[src/rtl/gpio_link_peer_if.sv]
`default_nettype none
// ============================================================================
//  Module      : gpio_link_peer_if
//  Description : Signal bundle for the GPIO byte-link responder. It carries
//                the inbound and outbound four-phase link channels, the local
//                host RX/TX port, the echo control and the status counters.
//  Revision    : 1.0  initial release
// ============================================================================
interface gpio_link_peer_if;
    // Link side (remote board)
    logic [7:0] lnk_din;
    logic       lnk_req;
    logic       lnk_ack;
    logic [7:0] lnk_dout;
    logic       lnk_oreq;
    logic       lnk_oack;
    // Host side
    logic       echo;
    logic       host_rd;
    logic [7:0] host_rdata;
    logic       host_rvalid;
    logic       host_wr;
    logic [7:0] host_wdata;
    logic       host_wfull;
    logic       tx_drop;
    logic       clr_drop;
    logic [7:0] rx_cnt;
    logic [7:0] tx_cnt;

    // The responder itself
    modport slave (
        input  lnk_din, lnk_req, lnk_oack, echo, host_rd, host_wr,
               host_wdata, clr_drop,
        output lnk_ack, lnk_dout, lnk_oreq, host_rdata, host_rvalid,
               host_wfull, tx_drop, rx_cnt, tx_cnt
    );

    // Remote board plus local host driving the responder
    modport master (
        output lnk_din, lnk_req, lnk_oack, echo, host_rd, host_wr,
               host_wdata, clr_drop,
        input  lnk_ack, lnk_dout, lnk_oreq, host_rdata, host_rvalid,
               host_wfull, tx_drop, rx_cnt, tx_cnt
    );
endinterface
`default_nettype wire

[src/rtl/gpio_link_peer.sv]
`default_nettype none
// ============================================================================
//  Module      : gpio_link_peer
//  Description : Hardware responder for the inter-board GPIO parallel byte
//                link. Receives bytes over a four-phase req/ack channel into
//                an RX FIFO, sends host bytes from a TX FIFO over a second
//                four-phase channel, and can echo received bytes back.
//  Revision    : 1.0  initial release
// ============================================================================
module gpio_link_peer #(
    parameter int DEPTH       = 16,
    parameter int AW          = 4,
    parameter int SYNC_STAGES = 2
) (
    input  wire logic        clk,
    input  wire logic        reset,
    gpio_link_peer_if.slave  bus
);

    localparam logic [0:0] c_R_IDLE  = 1'b0;
    localparam logic [0:0] c_R_HOLD  = 1'b1;

    localparam logic [1:0] c_T_IDLE  = 2'd0;
    localparam logic [1:0] c_T_SETUP = 2'd1;
    localparam logic [1:0] c_T_REQ   = 2'd2;
    localparam logic [1:0] c_T_REL   = 2'd3;

    localparam logic [AW:0] c_PTR_ONE = {{AW{1'b0}}, 1'b1};

    logic [SYNC_STAGES-1:0] r_req_sync;
    logic [SYNC_STAGES-1:0] r_oack_sync;
    logic                   w_req_s;
    logic                   w_oack_s;

    logic [7:0]  r_rx_mem [DEPTH];
    logic [AW:0] r_rx_wp, r_rx_rp;
    logic [7:0]  r_tx_mem [DEPTH];
    logic [AW:0] r_tx_wp, r_tx_rp;

    logic [0:0]  r_rx_state;
    logic [1:0]  r_tx_state;
    logic        r_ack, r_oreq, r_drop;
    logic [7:0]  r_dout, r_rx_cnt, r_tx_cnt;

    logic w_rx_empty, w_rx_full, w_tx_empty, w_tx_full;
    logic w_rx_accept, w_rx_push, w_rx_pop, w_tx_push, w_tx_pop;
    logic w_host_push, w_host_drop;
    logic [7:0] w_tx_wdata;

    // Two-or-more-flop synchronizers on the asynchronous link strobes
    always_ff @(posedge clk) begin
        if (reset) begin
            r_req_sync  <= '0;
            r_oack_sync <= '0;
        end else begin
            r_req_sync  <= {r_req_sync[SYNC_STAGES-2:0], bus.lnk_req};
            r_oack_sync <= {r_oack_sync[SYNC_STAGES-2:0], bus.lnk_oack};
        end
    end

    assign w_req_s  = r_req_sync[SYNC_STAGES-1];
    assign w_oack_s = r_oack_sync[SYNC_STAGES-1];

    // Full: pointers differ only in the wrap bit. Empty: pointers equal.
    assign w_rx_empty = (r_rx_wp == r_rx_rp);
    assign w_rx_full  = (r_rx_wp[AW] != r_rx_rp[AW]) &&
                        (r_rx_wp[AW-1:0] == r_rx_rp[AW-1:0]);
    assign w_tx_empty = (r_tx_wp == r_tx_rp);
    assign w_tx_full  = (r_tx_wp[AW] != r_tx_rp[AW]) &&
                        (r_tx_wp[AW-1:0] == r_tx_rp[AW-1:0]);

    // Echo selects the push target at the accept decision only, so a byte
    // already in R_HOLD is never re-routed.
    assign w_rx_accept = (r_rx_state == c_R_IDLE) && w_req_s &&
                         !(bus.echo ? w_tx_full : w_rx_full);
    assign w_rx_push   = w_rx_accept && !bus.echo;
    assign w_rx_pop    = bus.host_rd && !w_rx_empty;

    assign w_host_push = bus.host_wr && !bus.echo && !w_tx_full;
    assign w_host_drop = bus.host_wr && !bus.echo &&  w_tx_full;
    assign w_tx_push   = (w_rx_accept && bus.echo) || w_host_push;
    assign w_tx_wdata  = bus.echo ? bus.lnk_din : bus.host_wdata;
    assign w_tx_pop    = (r_tx_state == c_T_IDLE) && !w_tx_empty;

    // RX FIFO storage; a push into a full FIFO is only taken alongside a pop
    always_ff @(posedge clk) begin
        if (w_rx_push && (!w_rx_full || w_rx_pop))
            r_rx_mem[r_rx_wp[AW-1:0]] <= bus.lnk_din;
    end

    // RX FIFO pointers
    always_ff @(posedge clk) begin
        if (reset) begin
            r_rx_wp <= '0;
            r_rx_rp <= '0;
        end else begin
            if (w_rx_push && (!w_rx_full || w_rx_pop)) r_rx_wp <= r_rx_wp + c_PTR_ONE;
            if (w_rx_pop)                              r_rx_rp <= r_rx_rp + c_PTR_ONE;
        end
    end

    // TX FIFO storage
    always_ff @(posedge clk) begin
        if (w_tx_push && (!w_tx_full || w_tx_pop))
            r_tx_mem[r_tx_wp[AW-1:0]] <= w_tx_wdata;
    end

    // TX FIFO pointers
    always_ff @(posedge clk) begin
        if (reset) begin
            r_tx_wp <= '0;
            r_tx_rp <= '0;
        end else begin
            if (w_tx_push && (!w_tx_full || w_tx_pop)) r_tx_wp <= r_tx_wp + c_PTR_ONE;
            if (w_tx_pop)                              r_tx_rp <= r_tx_rp + c_PTR_ONE;
        end
    end

    // Inbound handshake: accept when the target has room, hold ack until req drops
    always_ff @(posedge clk) begin
        if (reset) begin
            r_rx_state <= c_R_IDLE;
            r_ack      <= 1'b0;
            r_rx_cnt   <= 8'd0;
        end else begin
            case (r_rx_state)
                c_R_IDLE: begin
                    if (w_rx_accept) begin
                        r_ack      <= 1'b1;
                        r_rx_cnt   <= r_rx_cnt + 8'd1;
                        r_rx_state <= c_R_HOLD;
                    end
                end
                c_R_HOLD: begin
                    if (!w_req_s) begin
                        r_ack      <= 1'b0;
                        r_rx_state <= c_R_IDLE;
                    end
                end
                default: r_rx_state <= c_R_IDLE;
            endcase
        end
    end

    // Outbound handshake: load, one setup cycle, req until ack, wait ack release
    always_ff @(posedge clk) begin
        if (reset) begin
            r_tx_state <= c_T_IDLE;
            r_oreq     <= 1'b0;
            r_dout     <= 8'd0;
            r_tx_cnt   <= 8'd0;
        end else begin
            case (r_tx_state)
                c_T_IDLE: begin
                    if (w_tx_pop) begin
                        r_dout     <= r_tx_mem[r_tx_rp[AW-1:0]];
                        r_tx_state <= c_T_SETUP;
                    end
                end
                c_T_SETUP: begin
                    r_oreq     <= 1'b1;
                    r_tx_state <= c_T_REQ;
                end
                c_T_REQ: begin
                    if (w_oack_s) begin
                        r_oreq     <= 1'b0;
                        r_tx_cnt   <= r_tx_cnt + 8'd1;
                        r_tx_state <= c_T_REL;
                    end
                end
                default: begin
                    if (!w_oack_s) r_tx_state <= c_T_IDLE;
                end
            endcase
        end
    end

    // Sticky drop flag; a new drop takes priority over a clear
    always_ff @(posedge clk) begin
        if (reset)              r_drop <= 1'b0;
        else if (w_host_drop)   r_drop <= 1'b1;
        else if (bus.clr_drop)  r_drop <= 1'b0;
    end

    assign bus.lnk_ack     = r_ack;
    assign bus.lnk_oreq    = r_oreq;
    assign bus.lnk_dout    = r_dout;
    assign bus.host_rdata  = r_rx_mem[r_rx_rp[AW-1:0]];
    assign bus.host_rvalid = !w_rx_empty;
    assign bus.host_wfull  = w_tx_full;
    assign bus.tx_drop     = r_drop;
    assign bus.rx_cnt      = r_rx_cnt;
    assign bus.tx_cnt      = r_tx_cnt;

endmodule
`default_nettype wire

[src/flat_wrapper.sv]
// flat-port wrapper written by rule: the top's interface ports become plain ports
module gpio_link_peer_flat 
#(
    parameter int DEPTH       = 16,
    parameter int AW          = 4,
    parameter int SYNC_STAGES = 2
)
  (clk, reset, bus_lnk_din, bus_lnk_req, bus_lnk_oack, bus_echo, bus_host_rd, bus_host_wr, bus_host_wdata, bus_clr_drop, bus_lnk_ack, bus_lnk_dout, bus_lnk_oreq, bus_host_rdata, bus_host_rvalid, bus_host_wfull, bus_tx_drop, bus_rx_cnt, bus_tx_cnt);
  gpio_link_peer_if bus_i ();
  input  wire logic clk;
  input  wire logic reset;
  input wire logic [$bits(bus_i.lnk_din)-1:0] bus_lnk_din;
  input wire logic [$bits(bus_i.lnk_req)-1:0] bus_lnk_req;
  input wire logic [$bits(bus_i.lnk_oack)-1:0] bus_lnk_oack;
  input wire logic [$bits(bus_i.echo)-1:0] bus_echo;
  input wire logic [$bits(bus_i.host_rd)-1:0] bus_host_rd;
  input wire logic [$bits(bus_i.host_wr)-1:0] bus_host_wr;
  input wire logic [$bits(bus_i.host_wdata)-1:0] bus_host_wdata;
  input wire logic [$bits(bus_i.clr_drop)-1:0] bus_clr_drop;
  output wire logic [$bits(bus_i.lnk_ack)-1:0] bus_lnk_ack;
  output wire logic [$bits(bus_i.lnk_dout)-1:0] bus_lnk_dout;
  output wire logic [$bits(bus_i.lnk_oreq)-1:0] bus_lnk_oreq;
  output wire logic [$bits(bus_i.host_rdata)-1:0] bus_host_rdata;
  output wire logic [$bits(bus_i.host_rvalid)-1:0] bus_host_rvalid;
  output wire logic [$bits(bus_i.host_wfull)-1:0] bus_host_wfull;
  output wire logic [$bits(bus_i.tx_drop)-1:0] bus_tx_drop;
  output wire logic [$bits(bus_i.rx_cnt)-1:0] bus_rx_cnt;
  output wire logic [$bits(bus_i.tx_cnt)-1:0] bus_tx_cnt;
  assign bus_i.lnk_din = bus_lnk_din;
  assign bus_i.lnk_req = bus_lnk_req;
  assign bus_i.lnk_oack = bus_lnk_oack;
  assign bus_i.echo = bus_echo;
  assign bus_i.host_rd = bus_host_rd;
  assign bus_i.host_wr = bus_host_wr;
  assign bus_i.host_wdata = bus_host_wdata;
  assign bus_i.clr_drop = bus_clr_drop;
  assign bus_lnk_ack = bus_i.lnk_ack;
  assign bus_lnk_dout = bus_i.lnk_dout;
  assign bus_lnk_oreq = bus_i.lnk_oreq;
  assign bus_host_rdata = bus_i.host_rdata;
  assign bus_host_rvalid = bus_i.host_rvalid;
  assign bus_host_wfull = bus_i.host_wfull;
  assign bus_tx_drop = bus_i.tx_drop;
  assign bus_rx_cnt = bus_i.rx_cnt;
  assign bus_tx_cnt = bus_i.tx_cnt;
  gpio_link_peer #(.DEPTH(DEPTH), .AW(AW), .SYNC_STAGES(SYNC_STAGES)) u_core (.clk(clk), .reset(reset), .bus(bus_i));
endmodule
[config.mk]
export PLATFORM = sky130hd
export DESIGN_NAME = gpio_link_peer_flat
export DESIGN_NICKNAME = d
export VERILOG_FILES = /design/src/rtl/gpio_link_peer_if.sv /design/src/rtl/gpio_link_peer.sv /design/src/flat_wrapper.sv
export SDC_FILE = /design/constraint.sdc
export NUM_CORES = 1
export LEC_CHECK = 0
export ABC_AREA = 1
export BUFFER_PORTS_ARGS = -buffer_cell sky130_fd_sc_hd__buf_4
export CORE_AREA = 5 5 166 168
export DETAILED_ROUTE_END_ITERATION = 8
export DIE_AREA = 0 0 171 173
export GPL_ROUTABILITY_DRIVEN = 1
export PLACE_DENSITY = 0.66
export SLEW_MARGIN = 20
export SYNTH_ARGS = -nofsm -noshare
export SYNTH_HDL_FRONTEND = slang
export SYNTH_SLANG_ARGS = --single-unit
export TNS_END_PERCENT = 20
[constraint.sdc]
create_clock -name clk -period 5.5 [get_ports clk]
set_input_delay 1.1 -clock clk [delete_from_list [all_inputs] [get_ports clk]]
set_output_delay 1.1 -clock clk [all_outputs]
set_load 0.02 [all_outputs]
* Yosys cells after proc, flatten, opt, wreduce, memory -nomap -nowiden
Memory sizes are Yosys's and may differ from the RTL's. A register that Yosys moved wholly into a read port is not among the register bits. Cells that the tools add are included.
Word-level totals: bits in registers 46, latch bits 0, bits in writable memories 256, ROM bits 0, input port bits 24, output and inout bits 37, word-level logic and storage cells 88, memories 2
Memories:
- u_core.r_rx_mem | depth 16, width 8, rd ports 1, clocked after memory_dff 1, wr ports 1, line gpio_link_peer.sv:35 | logic [7:0] r_rx_mem [DEPTH];
- u_core.r_tx_mem | depth 16, width 8, rd ports 1, clocked after memory_dff 1, wr ports 1, line gpio_link_peer.sv:37 | logic [7:0] r_tx_mem [DEPTH];
Operators by class: add/sub/neg operators 6, multipliers 0, div/mod/pow operators 0, $lt $le $gt $ge 0, equal/unequal tests 13, shift operators 0, muxes and demuxes 22, bitwise gates (word level) 1, reductions and logical operators 31
Operators by type and width (count):
- adder 5 x 1 -> 5 bit, second input constant | 4
- adder 8 x 1 -> 8 bit, second input constant | 2
- logical AND 1 bit | 13
- 2-to-1 mux 1 bit | 12
- == test 5 bit | 2
- AND reduction 2 bit | 5
- == test 4 bit | 2
- 2-to-1 mux 4 bit | 2
- 2-to-1 mux 8 bit | 1
- logical NOT 1 bit | 6
- 2-to-1 mux 2 bit | 3
- inequality test 2 x 1 -> 1 bit, second input constant | 3
- one-hot mux 1 bit (2 select lines) | 3
- one-hot mux 2 bit (3 select lines) | 1
- inequality test 4 bit, second input constant | 1
- nonzero test 2 bit | 2
- logical OR 1 bit | 3
- AND reduction 3 bit | 1
- == test 2 x 1 -> 1 bit, second input constant | 1
- == test 2 bit, second input constant | 1
- logical NOT 2 bit | 1
- inequality test 1 bit | 2
- inequality test 2 bit, second input constant | 1
- inverter 1 bit | 1

* Longest topological paths before layout
depth after elaboration 10, mapped depth 13

* Worst setup path before layout
No wires, ideal clock.
path kind input port to flip-flop, start point input port bus_echo, end point memory u_core.r_rx_mem[0][0], enable pin, setup time 0.370 ns, data arrival time 2.119 ns, slack 3.011 ns, stages 6, path buffers 1, cell sequence clkbuf_1 > nor2_1 > nand2_2 > inv_2 > nand2_1 > nor2_1
Between the ends: longest elaborated chain between the ends 7
Ends and longest elaborated chain:
- from (decl) | line flat_wrapper.sv:15 | input wire logic [$bits(bus_i.echo)-1:0] bus_echo;
- 2-to-1 mux 1 bit | line gpio_link_peer.sv:75 | !(bus.echo ? w_tx_full : w_rx_full);
- logical NOT 1 bit | line gpio_link_peer.sv:75
- logical AND 1 bit | line gpio_link_peer.sv:74 | assign w_rx_accept = (r_rx_state == c_R_IDLE) && w_req_s &&
- logical AND 1 bit * | line gpio_link_peer.sv:76 | assign w_rx_push = w_rx_accept && !bus.echo;
- logical AND 1 bit * | line gpio_link_peer.sv:87 | if (w_rx_push && (!w_rx_full || w_rx_pop))
- 2-to-1 mux 1 bit * | line gpio_link_peer.sv:87
- 2-to-1 mux 1 bit (not written as such) * | line gpio_link_peer.sv:88 | r_rx_mem[r_rx_wp[AW-1:0]] <= bus.lnk_din;
- to (decl) | line gpio_link_peer.sv:35
Mark *: on every way between the ends. The rest lies on a longest branch, timed or not.

==> summary.md <==
| Metric | Value |
|---|---|
| Clk pin slew, worst setup/hold paths | 60 ps |
| Startpoint types | flop |
| Final wirelength | 30.33 mm |
| Worst min-delay path class | reg2reg |
| Max transition margin | 31.24% |
| Largest delay contributor family on the critical path | buffers and inverters |
| Hold-fix buffers at CTS | 0 |
| Synth warnings | 0 |
| Area grow syn2layout | 12.94% |
| Clock Skews | 10.63 ps |
| Post-DRT Antenna Nets | 0 |
| Final setup fails | 0 |
| Multi-input logic area | around 0.0037 sq mm |
| Initial Utilization | 51.21% |
| FMAX | between 0.2 and 0.3 GHz |
| DP Cell Count | 1497 |
| LEAKAGE | roughly 5.3 nW |
| Pwr Total | about 6 mW |
| Area contributors post-synth | edfxtp_1 (58%), dfxtp_1 (8.8%), o21ai_0 (4.7%), nand2_1 (4.3%), nor2_1 (4.1%) |
| R2R Path Start | u_core.r_tx_rp[1] |
| Setup TNS | 0 ps |
| Global-route wire length before repair | 47.02 mm |
| Worst Path Required | 4400 ps |
| Crit path buffers/inverters | 3 |
| Number of gates resized after CTS | 0 |
| Synth Flop Type | edfxtp_1 |
| Die area | roughly 0.03 sq mm |
| Max Cap Viol | 0 |
| Cell count after synthesis | 1153 |
| Filler cell count | 2106 |
| # IOs | 61 |
| Die span in y | roughly 170 um |
| Yosys reg bits | 314 |
| DP Wirelength | approximately 19 mm |
| Worst Path Arrival | 2720 ps |
| Mapped Avg Cell Area | roughly 11 sq um |
| GR Util All Layers | 20.08% |
| Crit path cell chain | buf_4 > inv_1 > o21ai_0 > o211ai_1 > nand2_1 > buf_4 |
| CP max FO | 33 |
| Worst-Margin Slew | 1030 ps |
| Vias per cell | ~5.6 |
| Final min period | 3825 ps |
| CP Class | reg2out |
| Wire per inst | between 15 and 20 um |
| Critical path's slowest cell | inv_1 |
| Synth unique cells | 38 |
| Clock Sinks | 314 |
| RSZ-0062 raised after global routing | no |
| PortBufs | 60 |
| Total gr overflow | 0 |
| Layout Utilization | 57.84% |
| Outcome | finished, final reports clean |
| Initial antenna violation count | 0 |
| Nets | roughly 1200 |
| TritonCTS buffer count | 31 |
| Commonest non-fill, non-tap cells in the layout | edfxtp_1 (256), nand2_1 (150), nor2_1 (143), o21ai_0 (125), inv_1 (80) |
| Critical Path End Type | output pin |
| Slew Viols, Final | 0 |
| Dominant cell type by area after synthesis | edfxtp_1 |
| Final worst-path cycle share | 69.54% |
| Fin Hold WS | 402.2 ps |
| Drt first pass iters | 5 |
| Post-synth EDFFs | 256 |
| Sequential share of the synthesized area | between 60% and 70% |
| Via count | 8720 |
| Yosys top cell area share | 58.26% |
| Core area | 0.02576 sq mm |
| Ant. Diodes | 0 |
| Layout cells sized above 1 | 13.92% |
| Clk root buf | clkbuf_16 |
| Non-filler cells, final | 1556 |
| RePlAce Congestion | 0.8292 |
| Ys async rst share | 0% |
| Crit-path max cell delay | 800 ps |
| Max H-tree Level | 1 |
| Beginning of the worst hold path | u_core.r_req_sync[0] |
| Total setup buffers inserted after CTS | 0 |
| Worst vdd ir | 0.0002755 V |
| Mapped Nets | roughly 1200 |
| Starting DRT DRC Count | roughly 900 |
| Final hold vios | 0 |
| FF/Latch Area | 0.008853 sq mm |
| Commonest non-fill, non-tap cell in the layout | edfxtp_1 |
| Chip Width | 171 um |
| TritonCTS clock tree | built |
| Maximum buffer depth of the clock tree | 3 |
| Most frequent cell on the critical path | buf_4 |
| Clock Latency Late Sink | between 500 and 600 ps |
| Post-Syn Area | 0.01319 sq mm |
| Largest net degree at the start of global routing | 97 |
| DRC viols | 0 |
| Vias in the first global route | 8054 |
| Pwr/cell area | 403.7 mW/mm^2 |
| # rows | 59 |
[stage by stage]
step,cell area [sq um],setup WS [ps]
after floorplan,13190,3011
after global placement,13840,2230
after CTS,14870,1679
after global routing,14900,1479
final,14900,1675
after detailed placement,13840,2226
[registers in the layout (all words and copies together) (netlist names), named ones only]
| register | flops |
|---|---|
| u_core.r_rx_rp | 5 |
| u_core.bus.lnk_dout | 8 |
| u_core.bus.tx_drop | 1 |
| u_core.bus.rx_cnt | 8 |
| u_core.r_req_sync | 2 |
| u_core.r_tx_state | 2 |
| u_core.r_rx_wp | 5 |
| u_core.bus.lnk_ack | 1 |
| u_core.r_rx_state | 1 |
| u_core.r_tx_wp | 5 |
| u_core.r_rx_mem | 128 |
| u_core.r_tx_rp | 5 |
| u_core.bus.lnk_oreq | 1 |
| u_core.r_tx_mem | 128 |
| u_core.bus.tx_cnt | 8 |
| u_core.r_oack_sync | 2 |
[metal layers]
metal / wire length, um / global-route usage, % / share of wire, %
met1: 14110 / 31.91 / 47
met3: 2538 / 4.178 / 8.4
met5: 0 / 0 / 0
met4: 537 / 4.193 / 1.8
met2: 13140 / 28.64 / 43
[final timing paths]
check / endpoint / slack (ps) / depth (start not counted)
setup / recovery: bus_host_rdata[5] / 1680 / 6
hold / removal: u_core.r_req_sync[1] / 400 / 2
setup reg to reg: u_core.r_tx_mem[2][6] / 2300 / 10
hold reg to reg: u_core.r_req_sync[1] / 400 / 2
[cells by family (layout without fill, tap and decap cells)]
family,after synthesis,count (layout),synth area share [%]
AND/OR/NAND/NOR,369,369,11.90
flip-flops,314,314,67.06
AO/OA/AOI/OAI,258,258,11.36
buffers and inverters,147,215,4.599
multiplexers,32,32,2.428
XOR/XNOR,17,17,1.128
adder cells (fa/ha/maj),16,16,1.517
[synthesized netlist by cell type, drive strengths merged (4+ instances only)]
cell,instances
edfxtp,256
nand2,167
nor2,151
o21ai,128
inv,89
a21oi,69
dfxtp,58
o211ai,40
mux2i,32
clkbuf,31
nand3,28
buf,25
ha,16
xor2,13
o22ai,12
nand4,11
o221ai,8
nor3,5
xnor2,4
[power breakdown]
part	leakage, nW	internal (mW)	total [mW]	switching [mW]
logic	2.01	0.383	1.19	0.804
registers	2.78	2.64	2.70	0.0566
clock network	0.507	1.26	2.13	0.865
[worst reg2reg max path: cells and delay by family (launching register included)]
kind | cells | cell delay (ps)
and+or+nand+nor | 7 | 1370
buffers and inverters | 3 | 1160
DFF | 1 | 300
[cell type report]
cell class	count	share of cell area (%)
well taps	335	2.813
clock inverters	17	1.276
inverters	91	2.292
flip-flops and latches	314	59.41
repair buffers	66	3.459
clock buffers	41	5.659
multi-input cells	692	25.09
No activity file was read; power rests on OpenSTA's default activity.
